===== src/rtl/nor_gate_if.sv =====
// Bundles the operand, qualifier and result signals of the NOR unit.
// The master side drives operands and controls. The slave side (the gate)
// drives the results.
interface nor_gate_if #(
    parameter int WIDTH     = 1,
    parameter int CNT_WIDTH = 16
);
    logic [WIDTH-1:0]     in_a;
    logic [WIDTH-1:0]     in_b;
    logic                 in_valid;
    logic                 clr_cnt;
    logic [WIDTH-1:0]     y;
    logic [WIDTH-1:0]     y_q;
    logic                 y_q_valid;
    logic [CNT_WIDTH-1:0] fall_cnt;

    modport master (
        output in_a,
        output in_b,
        output in_valid,
        output clr_cnt,
        input  y,
        input  y_q,
        input  y_q_valid,
        input  fall_cnt
    );

    modport slave (
        input  in_a,
        input  in_b,
        input  in_valid,
        input  clr_cnt,
        output y,
        output y_q,
        output y_q_valid,
        output fall_cnt
    );
endinterface


===== src/rtl/nor_gate.sv =====
// Bitwise 2-input NOR unit with three outputs:
//   - a zero-latency combinational result,
//   - a registered copy that is qualified by a valid flag,
//   - a saturating counter of lane-0 falling edges on the registered copy.
// The combinational path is kept independent of clk and rst.
module nor_gate #(
    parameter int WIDTH     = 1,
    parameter int CNT_WIDTH = 16
) (
    input  logic       clk,
    input  logic       rst,
    nor_gate_if.slave  bus
);
    localparam logic [CNT_WIDTH-1:0] CNT_MAX = '1;
    localparam logic [CNT_WIDTH-1:0] CNT_ONE = CNT_WIDTH'(1);

    logic [WIDTH-1:0]     w_y;
    logic [WIDTH-1:0]     w_y_q_next;
    logic                 w_y_q_valid_next;
    logic                 w_fall;
    logic [CNT_WIDTH-1:0] w_fall_cnt_next;

    logic [WIDTH-1:0]     r_y_q;
    logic                 r_y_q_valid;
    logic [CNT_WIDTH-1:0] r_fall_cnt;

    // Each lane is an independent NOR of its two operand bits.
    genvar gi;
    generate
        for (gi = 0; gi < WIDTH; gi = gi + 1) begin : g_lane
            assign w_y[gi] = ~(bus.in_a[gi] | bus.in_b[gi]);
        end
    endgenerate

    // Next-state for the registered result, its valid flag and the edge counter.
    always_comb begin
        w_y_q_next       = r_y_q;
        w_y_q_valid_next = 1'b0;
        w_fall_cnt_next  = r_fall_cnt;
        if (bus.in_valid) begin
            w_y_q_next       = w_y;
            w_y_q_valid_next = 1'b1;
        end
        // A fall is lane 0 of the registered result going from 1 to 0 on this edge.
        w_fall = r_y_q[0] & ~w_y_q_next[0];
        // A clear takes precedence over an increment in the same cycle.
        if (bus.clr_cnt) begin
            w_fall_cnt_next = '0;
        end else if (w_fall && (r_fall_cnt != CNT_MAX)) begin
            w_fall_cnt_next = r_fall_cnt + CNT_ONE;
        end
    end

    // State registers. Reset loads the NOR of all-zero inputs, which is all ones.
    always_ff @(posedge clk) begin
        if (rst) begin
            r_y_q       <= '1;
            r_y_q_valid <= 1'b0;
            r_fall_cnt  <= '0;
        end else begin
            r_y_q       <= w_y_q_next;
            r_y_q_valid <= w_y_q_valid_next;
            r_fall_cnt  <= w_fall_cnt_next;
        end
    end

    assign bus.y         = w_y;
    assign bus.y_q       = r_y_q;
    assign bus.y_q_valid = r_y_q_valid;
    assign bus.fall_cnt  = r_fall_cnt;
endmodule


===== src/flat_wrapper.sv =====
// flat-port wrapper written by rule: the top's interface ports become plain ports
module nor_gate_flat 
#(
    parameter int WIDTH     = 1,
    parameter int CNT_WIDTH = 16
)
  (clk, rst, bus_in_a, bus_in_b, bus_in_valid, bus_clr_cnt, bus_y, bus_y_q, bus_y_q_valid, bus_fall_cnt);
  nor_gate_if #(.WIDTH(WIDTH), .CNT_WIDTH(CNT_WIDTH)) bus_i ();
  input  logic clk;
  input  logic rst;
  input wire logic [$bits(bus_i.in_a)-1:0] bus_in_a;
  input wire logic [$bits(bus_i.in_b)-1:0] bus_in_b;
  input wire logic [$bits(bus_i.in_valid)-1:0] bus_in_valid;
  input wire logic [$bits(bus_i.clr_cnt)-1:0] bus_clr_cnt;
  output wire logic [$bits(bus_i.y)-1:0] bus_y;
  output wire logic [$bits(bus_i.y_q)-1:0] bus_y_q;
  output wire logic [$bits(bus_i.y_q_valid)-1:0] bus_y_q_valid;
  output wire logic [$bits(bus_i.fall_cnt)-1:0] bus_fall_cnt;
  assign bus_i.in_a = bus_in_a;
  assign bus_i.in_b = bus_in_b;
  assign bus_i.in_valid = bus_in_valid;
  assign bus_i.clr_cnt = bus_clr_cnt;
  assign bus_y = bus_i.y;
  assign bus_y_q = bus_i.y_q;
  assign bus_y_q_valid = bus_i.y_q_valid;
  assign bus_fall_cnt = bus_i.fall_cnt;
  nor_gate #(.WIDTH(WIDTH), .CNT_WIDTH(CNT_WIDTH)) u_core (.clk(clk), .rst(rst), .bus(bus_i));
endmodule

===== config.mk =====
export PLATFORM = sky130hd
export DESIGN_NAME = nor_gate_flat
export DESIGN_NICKNAME = d
export VERILOG_FILES = /design/src/rtl/nor_gate_if.sv /design/src/rtl/nor_gate.sv /design/src/flat_wrapper.sv
export SDC_FILE = /design/constraint.sdc
export NUM_CORES = 1
export LEC_CHECK = 0
export BUFFER_PORTS_ARGS = -buffer_cell sky130_fd_sc_hd__buf_2
export CAP_MARGIN = 20
export CORE_MARGIN = 3
export CORE_UTILIZATION = 28
export CTS_CLUSTER_SIZE = 30
export DETAILED_ROUTE_END_ITERATION = 8
export GPL_TIMING_DRIVEN = 1
export HOLD_SLACK_MARGIN = 0.08
export SYNTH_ARGS = -nofsm -noshare
export SYNTH_HDL_FRONTEND = slang
export SYNTH_SLANG_ARGS = --single-unit

===== constraint.sdc =====
create_clock -name clk -period 2.5 [get_ports clk]
set_clock_uncertainty 0.1 [all_clocks]
set_input_delay 0.5 -clock clk [delete_from_list [all_inputs] [get_ports clk]]
set_output_delay 0.5 -clock clk [all_outputs]
set_load 0.1 [all_outputs]

==> results by group <==
Drt
  • DRT Pass-1 Iters: 4
  • Vias/cell: 5.26
  • Iteration-0 DRC count of the detailed router: 21
  • Routed wire length per instance: 12.5 um
  • DR vias: 926
  • Final wirelength: 2.20 mm
  • DR DRC count: 0
  • Routed Antenna Nets: 0

Floorplanning
  • Row count: 20
  • # IOs: 25
  • Height of the die: 63.2 um
  • Die X: 63.2 um
  • Initial Util: 29.7%
  • Floorplan core area: 0.00308 mm2
  • Die Area: 0.00399 mm2

Clock tree
  • Post-CTS sizing: 0
  • CTS H-Tree Depth: 1
  • CTS sink cnt: 18
  • Worst-skew pair later-pin latency: 0.30 ns
  • TritonCTS clock tree: done
  • Post-CTS setup buffer count: 0
  • CTS buffer count: 3
  • Clock Pin Slew Worst Setup and Hold Paths: 0.09 ns
  • Clock Path Buffers: 2
  • Hold buffers post-CTS: 0
  • Clock root buffer: clkbuf_4

Global routing
  • First-pass GRT wire length: 3.98 mm
  • Grt total ovfl: 0
  • Vias in the first global route: 862
  • All-Layer GR Usage: 12.2%
  • Largest net degree at the start of global routing: 14
  • Initial antenna violation count: 0

Finish
  • Area Overhead vs Synth: 21.5%
  • Nets@finish: 141
  • Diode count: 0
  • Fin util: 36.1%
  • Layout cells sized above 1: 28.0%

Power and ir drop
  • Peak VDD IR: 165 uV
  • P_int: 358 uW
  • Clock Power Share: 29.8%
  • Sequential power share: 59.1%
  • Net Switching: 137 uW
  • Logic pwr share: 11.1%
  • Switching power share of the total: 27.7%
  • Cell Pwr Density: 445 mW/mm2
  • Pleak: 0.000407 uW

STA
  • Slew Viols, Final: 0
  • Setup TNS Final: 0 ns
  • Unrepaired setup endpoints after global routing: false
  • Period utilisation layout: 77.9%
  • Fmax: 514 MHz
  • Worst slew pin tran: 0.491 ns
  • Final Hold Fails: 0
  • Rel. slew slack: 67.5%
  • Minimum clock period: 1.95 ns
  • Setup violations, final: 0

Logic synthesis
  • Post-synth cell types: 32
  • Largest cells by area after synthesis: dfxtp_1, a21oi_1, nand2_1
  • Syn_nets: 113
  • Top_reg_cell synth: dfxtp_1
  • Sequential share of the synthesized area: 39.4%
  • Synthesis-stage register bit count: 18
  • Mapped cell area: 915 um2
  • Synth warn: 0
  • Top cell type by total area after synthesis: dfxtp_1
  • Mean post-synth cell area: 8.63 um2
  • EDFF count, synth: 0
  • Synth top area share: 39.4%
  • Most numerous cell in the Yosys netlist: dfxtp_1
  • Top post-synthesis cells by count: dfxtp_1, a21oi_1, nand2_1
  • Mapped Cells: 106
  • Asr flop ratio synth: 0%

Placement
  • Number of I/O port buffers: 24
  • Final HPWL DP: 1.66 mm
  • Gp weighted congestion: 0.784

Worst setup path
  • CP Launch Point: u_core.bus.fall_cnt[0]$_SDFFE_PP0P_
  • Worst Setup Start Kind: flop
  • Req. time, crit path: 2.63 ns
  • Endpoint class of the critical path: flop
  • CP Class: reg2reg
  • Worst Path Max Fanout: 9
  • Reg2Reg Launch Point: u_core.bus.fall_cnt[0]$_SDFFE_PP0P_
  • Arrival @ worst endpoint: 2.07 ns

Run status
  • Status: finished, final reports clean

Run
  • Max cap viols: 0

Worst hold path
  • HP Class: in2reg
  • Worst hold start: rst
metal layers:
metal	track usage, %	part of all wire, %
met1	15.6	48
met2	19.4	45
met3	2.67	5.5
met4	5.79	2.1
met5	0	0
final timing paths:
path,slack [ns],depth (start not counted),end
setup / recovery,0.55,6,u_core.bus.fall_cnt[0]$_SDFFE_PP0P_
hold reg to reg,0.41,2,u_core.bus.fall_cnt[15]$_SDFFE_PP0P_
setup reg to reg,0.55,6,u_core.bus.fall_cnt[0]$_SDFFE_PP0P_
hold / removal,0.31,2,u_core.bus.y_q_valid$_SDFF_PP0_
area by class of cell:
class,instances,area (um2)
clock buffers,3,22.5
fillers,331,1970
inverters,1,3.75
multi-input cells,85,539
flip-flops and latches,18,363
well taps,44,55.1
repair buffers,25,128
kinds of logic after synthesis:
| kind of cell | after synthesis | share of synthesized area (%) |
|---|---|---|
| and+or+nand+nor | 54 | 36.0 |
| AOI/OAI and AO/OA | 27 | 18.3 |
| DFF | 18 | 39.4 |
| buffers and inverters | 3 | 1.64 |
| muxes | 3 | 3.28 |
| adders and majority gates | 1 | 1.37 |
cell usage in the layout, fill, tap and decap left out, types with 5 or more instances in the layout:
cell type and count:
a21oi_1 11, buf_2 24, dfxtp_1 16, nand2_1 10
nand4_1 6, nor2_1 5, o21ai_0 6, or3_1 6
per-stage QoR:
stage	hold WS, ns	total power (uW)	worst slack, ns	instances	instance area (um2)
after floorplan	0.472	340	0.00283	106	917
after global placement	0.378	353	0.568	173	1090
after detailed placement	0.387	354	0.545	173	1090
after CTS	0.303	503	0.554	176	1110
after global routing	0.308	520	0.356	176	1110
final	0.314	494	0.554	176	1110
flip-flops by register name (all words and copies together), names as in the netlist:
register / flops
u_core.bus.fall_cnt: 16
u_core.bus.y_q: 1
u_core.bus.y_q_valid: 1
power by group through the flow:
| stage | logic [uW] | clock network (uW) | registers, uW |
|---|---|---|---|
| after global placement | 54.3 | 0 | 298 |
| after CTS | 55.0 | 156 | 292 |
| after detailed placement | 55.0 | 0 | 299 |
| after floorplan | 20.4 | 0 | 319 |
| after global routing | 59.2 | 168 | 293 |
| final | 54.7 | 148 | 292 |
critical path, stage by stage, from the launching register on:
cell     delay, ns
dfxtp_2       0.39
ha_1          0.19
nand3_1       0.21
nor4_4        0.53
buf_4         0.23
o21ai_0       0.08
a21oi_1       0.14
(Power assumes the default switching activity.)
